--- config.mk ---
export PLATFORM = sky130hd
export DESIGN_NAME = quad_encoder_emulator
export DESIGN_NICKNAME = d
export VERILOG_FILES = /design/src/rtl/quad_encoder_emulator_pkg.sv /design/src/rtl/quad_encoder_emulator_timer.sv /design/src/rtl/quad_encoder_emulator.sv
export SDC_FILE = /design/constraint.sdc
export NUM_CORES = 1
export LEC_CHECK = 0
export CAP_MARGIN = 15
export CORE_ASPECT_RATIO = 0.8
export CORE_MARGIN = 8
export CORE_UTILIZATION = 59
export CTS_BUF_LIST = sky130_fd_sc_hd__clkbuf_16
export CTS_CLUSTER_DIAMETER = 200
export DETAILED_ROUTE_END_ITERATION = 12
export HOLD_SLACK_MARGIN = 0.08
export PLACE_DENSITY_LB_ADDON = 0.3
export SLEW_MARGIN = 20
export SYNTH_ARGS = -nofsm -noshare
export SYNTH_HDL_FRONTEND = slang
export SYNTH_SLANG_ARGS = --single-unit
--- constraint.sdc ---
create_clock -name clk -period 5.2 [get_ports clk]
set_input_delay 0.52 -clock clk [delete_from_list [all_inputs] [get_ports clk]]
set_output_delay 0.52 -clock clk [all_outputs]
set_load 0.1 [all_outputs]
--- src/rtl/quad_encoder_emulator_pkg.sv ---
// quad_encoder_emulator_pkg: shared types, constants and decode helpers for the encoder emulator.
package quad_encoder_emulator_pkg;
   localparam int POS_W = 14;
   localparam logic [11:0] PPR_DEFAULT = 12'd1024;

   typedef enum logic {IDLE = 1'b0, RUN = 1'b1} state_t;

   function automatic logic [11:0] ppr_from_pr(input logic [3:0] pr);
      return (pr == 4'b0001) ? 12'd2048 :
             (pr == 4'b0010) ? 12'd500  :
             (pr == 4'b0011) ? 12'd360  :
             (pr == 4'b1001) ? 12'd600  : PPR_DEFAULT;
   endfunction

   // Gray sequence 00,01,11,10 so that exactly one channel toggles per edge
   function automatic logic [1:0] phase_ab(input logic [1:0] ph);
      return {ph[1], ph[1] ^ ph[0]};
   endfunction
endpackage

--- src/rtl/quad_encoder_emulator_timer.sv ---
// qe_edge_timer: counts 0..period-1 and ticks on terminal count, re-sampling period on every tick.
module qe_edge_timer #(
   parameter int PERIOD_W = 16
) (
   input  logic                clk,
   input  logic                reset,
   input  logic                clr,
   input  logic                en,
   input  logic [PERIOD_W-1:0] period,
   output logic                tick
);
   logic [PERIOD_W-1:0] timer_q, per_q, per_in;

   assign per_in = (period == '0) ? PERIOD_W'(1) : period;
   assign tick   = en & (timer_q == per_q - PERIOD_W'(1));

   always_ff @(posedge clk or negedge reset)
      if (!reset) begin
         timer_q <= '0;
         per_q   <= PERIOD_W'(1);
      end else if (clr || tick) begin
         timer_q <= '0;
         per_q   <= per_in;
      end else if (en) begin
         timer_q <= timer_q + PERIOD_W'(1);
      end
endmodule

--- src/rtl/quad_encoder_emulator.sv ---
// quad_encoder_emulator: generates quadrature A/B and index Z from a commanded edge period, direction and count.
module quad_encoder_emulator
   import quad_encoder_emulator_pkg::*;
#(
   parameter int PERIOD_W = 16,
   parameter int COUNT_W  = 16
) (
   input  logic                clk,
   input  logic                reset,
   input  logic [3:0]          PR,
   input  logic                dir,
   input  logic [PERIOD_W-1:0] period,
   input  logic [COUNT_W-1:0]  count,
   input  logic                start,
   input  logic                stop,
   output logic                A,
   output logic                B,
   output logic                Z,
   output logic [POS_W-1:0]    position,
   output logic                busy,
   output logic                done
);
   state_t               state_q, state_d;
   logic [11:0]          ppr_q, ppr_d, ppr_dec;
   logic                 dir_q, tick, last, step, accept, done_d;
   logic [COUNT_W-1:0]   count_q, edges_q;
   logic [POS_W-1:0]     pos_d, max_pos;

   assign ppr_dec = ppr_from_pr(PR);
   assign max_pos = POS_W'({ppr_q, 2'b00}) - POS_W'(1);
   assign accept  = (state_q == IDLE) && start;
   assign last    = (count_q != '0) && (edges_q == count_q - COUNT_W'(1));
   // the final edge still goes out when stop lands on the same cycle
   assign step    = tick & (~stop | last);
   assign busy    = (state_q == RUN);

   qe_edge_timer #(.PERIOD_W(PERIOD_W)) u_timer (
      .clk    (clk),
      .reset  (reset),
      .clr    (accept),
      .en     (state_q == RUN),
      .period (period),
      .tick   (tick)
   );

   always_comb begin
      state_d = state_q;
      ppr_d   = ppr_q;
      pos_d   = position;
      done_d  = 1'b0;
      if (state_q == IDLE) begin
         ppr_d   = ppr_dec;
         pos_d   = (ppr_dec != ppr_q) ? '0 : position;
         state_d = start ? RUN : IDLE;
      end else begin
         if (step)
            pos_d = dir_q ? ((position == '0) ? max_pos : position - POS_W'(1))
                          : ((position == max_pos) ? '0 : position + POS_W'(1));
         if ((step && last) || stop) begin
            state_d = IDLE;
            done_d  = 1'b1;
         end
      end
   end

   always_ff @(posedge clk or negedge reset)
      if (!reset) state_q <= IDLE;
      else        state_q <= state_d;

   always_ff @(posedge clk or negedge reset)
      if (!reset) begin
         ppr_q    <= PPR_DEFAULT;
         position <= '0;
         A        <= 1'b0;
         B        <= 1'b0;
         Z        <= 1'b1;
         done     <= 1'b0;
         dir_q    <= 1'b0;
         count_q  <= '0;
         edges_q  <= '0;
      end else begin
         ppr_q    <= ppr_d;
         position <= pos_d;
         {A, B}   <= phase_ab(pos_d[1:0]);
         Z        <= (pos_d == '0);
         done     <= done_d;
         if (accept) begin
            dir_q   <= dir;
            count_q <= count;
            edges_q <= '0;
         end else if (step) begin
            edges_q <= edges_q + COUNT_W'(1);
         end
      end
endmodule
==> impl_metrics.json <==
{
  "status": "completed",
  "drcViolationCount": 0,
  "switching_share": 0.343,
  "end_kind": "flop",
  "post_cts_resized": 0,
  "pin_count": 60,
  "synth_area_leaders": "dfrtp_1, xnor2_1, mux2_2",
  "gp_congestion": 0.959,
  "power_frac_clock": 0.288,
  "antennaDiodeCount": 0,
  "ff2ff_setup_slack_ps": 220,
  "tightest_slew_ps": 990,
  "firstDrtPassIters": 5,
  "ir_drop_uv": 228,
  "critPathTopFamily": "simple AND/OR/NAND/NOR gates",
  "powerDensity_mw_per_mm2": 306,
  "yosys.area.top_type": "dfrtp_1",
  "cp-start-kind": "flop",
  "synth_cell_types": 78,
  "initial_core_util": 0.603,
  "fillers": 910,
  "synthFlopType": "dfrtp_1",
  "syn_nets": 774,
  "place.port_buffers": 59,
  "fin_util": 0.681,
  "power_mw": 2.26,
  "post-cts-setup-buffers": 0,
  "ctsLongestPathBuffers": 2,
  "required_ps": 5460,
  "yosysWarnings": 0,
  "cts_hold_buf": 0,
  "final_cell_mix": "dfrtp_1, nor2_1, nand2_1",
  "rsz0062_at_grt": "false",
  "clkTransAtPathRegs_ps": 70,
  "fmax_ghz": 0.201,
  "cpMaxStageDelayCell": "nor2_1",
  "grt_use_total": 0.233,
  "grt_overflow": 0,
  "crit_arrival_ps": 5240,
  "p_switching_mw": 0.776,
  "synth_edf_count": 0,
  "rows": 34,
  "leakage_nw": 2.93,
  "slew_headroom": 0.338,
  "antenna_left": 0,
  "seqPwrFrac": 0.416,
  "setup_violations": 0,
  "crit_type": "reg2reg",
  "viasPerCell": 6.40,
  "min_period_ps": 4980,
  "area_growth_pct": 12.9,
  "grt_first_pass_wirelength_um": 28000,
  "grt_start_max_net_pins": 58,
  "grt_pass1_vias": 5553,
  "synth.avg_cell_area_um2": 9.02,
  "cts_sinks": 91,
  "mostFrequentLayoutCell": "dfrtp_1",
  "timing_hold_violations_final": 0,
  "post-dp-hpwl_um": 12400,
  "slew_viol_final": 0,
  "die_h_um": 110,
  "path_cells": "inv_1 > ha_1 > nor4b_1 > a41oi_1 > or4_4 > o41a_1 > nor2_1 > a22oi_1 > ha_1 > inv_1 > a221oi_1 > a41o_2 > or4b_1 > nor4_2",
  "skew_ps": 8.10,
  "cp-startpoint": "count_q[0]",
  "clock-root-buffer": "clkbuf_16",
  "drv_cap": 0,
  "p_comb_frac": 0.296,
  "numCtsBuffers": 9,
  "dieArea_mm2": 0.0147,
  "insertion_delay_ps": 340,
  "num_vias": 5776,
  "wirelength_um": 16900,
  "fin_setup_tns_ps": 0,
  "place_area_mm2": 0.00709,
  "ys_seq_area_frac": 0.349,
  "hold_path.class": "in2async",
  "p_int_mw": 1.48,
  "drt-wirelength-per-cell_um": 18.7,
  "drive_above_1_share": 0.117,
  "tritoncts": "built",
  "stdcell_area_mm2": 0.00739,
  "coreArea_mm2": 0.0108,
  "timing.rr.start": "count_q[0]",
  "fp.dieW_um": 134,
  "critPathBufInv": 2,
  "hold-worst-slack_ps": 142,
  "ys_ff_latch": 91,
  "drtIter0Drc": 909,
  "syn_inst": 725,
  "htreeDepth": 3,
  "async_reset_ff_frac": 1.00,
  "fin_crit_sh": 0.958,
  "nets": 802,
  "cp_slowest_stage_delay_ps": 830,
  "antenna_found_initial": 0,
  "path_max_fanout": 12,
  "synthDominantCellAreaShare": 0.337,
  "synthesis.area_mm2": 0.00654
}
-- area by class of cell --
| cell class | count | area [um2] | share of cell area |
|---|---|---|---|
| tap | 144 | 180 | 0.0244 |
| inverter | 17 | 63.8 | 0.00864 |
| sequential | 91 | 2280 | 0.309 |
| clock buffer | 9 | 225 | 0.0305 |
| multi-input combinational | 567 | 3920 | 0.531 |
| clock inverter | 7 | 68.8 | 0.00932 |
| timing repair buffer | 67 | 648 | 0.0878 |
-- through the flow --
| step | std cells | setup WS, ps |
|---|---|---|
| finish | 902 | 218 |
| global route | 902 | 32.8 |
| CTS | 902 | 382 |
| detailed placement | 886 | 432 |
| global placement | 886 | 710 |
| floorplan | 725 | 685 |
-- state kept, by name (all words and copies together), names as in the netlist --
signal,count
B,1
Z,1
busy,1
count_q,16
dir_q,1
done,1
edges_q,16
position,14
ppr_q,8
u_timer.per_q,16
u_timer.timer_q,16
-- power groups by stage --
stage	clock (mW)	combinational, mW	sequential (mW)
after floorplan	0	0.531	0.902
after global placement	0	0.638	0.944
after detailed placement	0	0.660	0.950
after CTS	0.661	0.664	0.937
after global routing	0.688	0.732	0.957
final	0.651	0.669	0.939
-- path summary, 6_finish.rpt --
kind,endpoint,cells past startpoint
max,Z,14
min,ppr_q[6],1
max reg2reg,Z,14
min reg2reg,u_timer.timer_q[15],1
max in group asynchronous,u_timer.per_q[10],2
min in group clk,u_timer.timer_q[15],1
-- per-layer routing --
metal / global-route usage / part of all wire / wire, um / vias up
li1: - / - / - / 2699
met1: 0.322 / 0.45 / 7650 / 2799
met2: 0.378 / 0.47 / 7870 / 254
met3: 0.0394 / 0.067 / 1140 / 24
met4: 0.0504 / 0.012 / 197 / 0
met5: 0 / 0 / 0 / -
-- synthesized netlist by cell type (4+ instances only) --
library cell	number
inv_1	17
and3_1	10
o211ai_1	5
a21oi_1	18
ha_1	8
or2_2	6
a31oi_1	6
nand2b_1	6
mux2_2	31
nor3b_1	8
or3_1	11
nor2b_1	6
clkbuf_8	5
clkbuf_1	30
xor2_1	32
o21ai_0	41
nor2_1	70
mux2i_1	6
nor4b_1	4
nor4_1	19
a22oi_1	4
nand4_1	19
or4_1	8
nand3_1	28
buf_6	4
nand2_1	59
nor3_1	29
xnor2_1	46
buf_1	7
xor3_1	4
a41oi_1	4
o31ai_1	9
dfrtp_1	88
-- cells by family (layout without fill, tap and decap cells) --
group	after synthesis	count (layout)	synth area share
DFF	91	91	0.349
muxes	37	37	0.0625
and+or+nand+nor	310	310	0.257
adders and majority gates	8	8	0.0153
AOI/OAI and AO/OA	128	128	0.138
buffers and inverters	67	100	0.0526
xor gates and xnor gates	84	84	0.126
No activity file was read; power rests on OpenSTA's default activity.
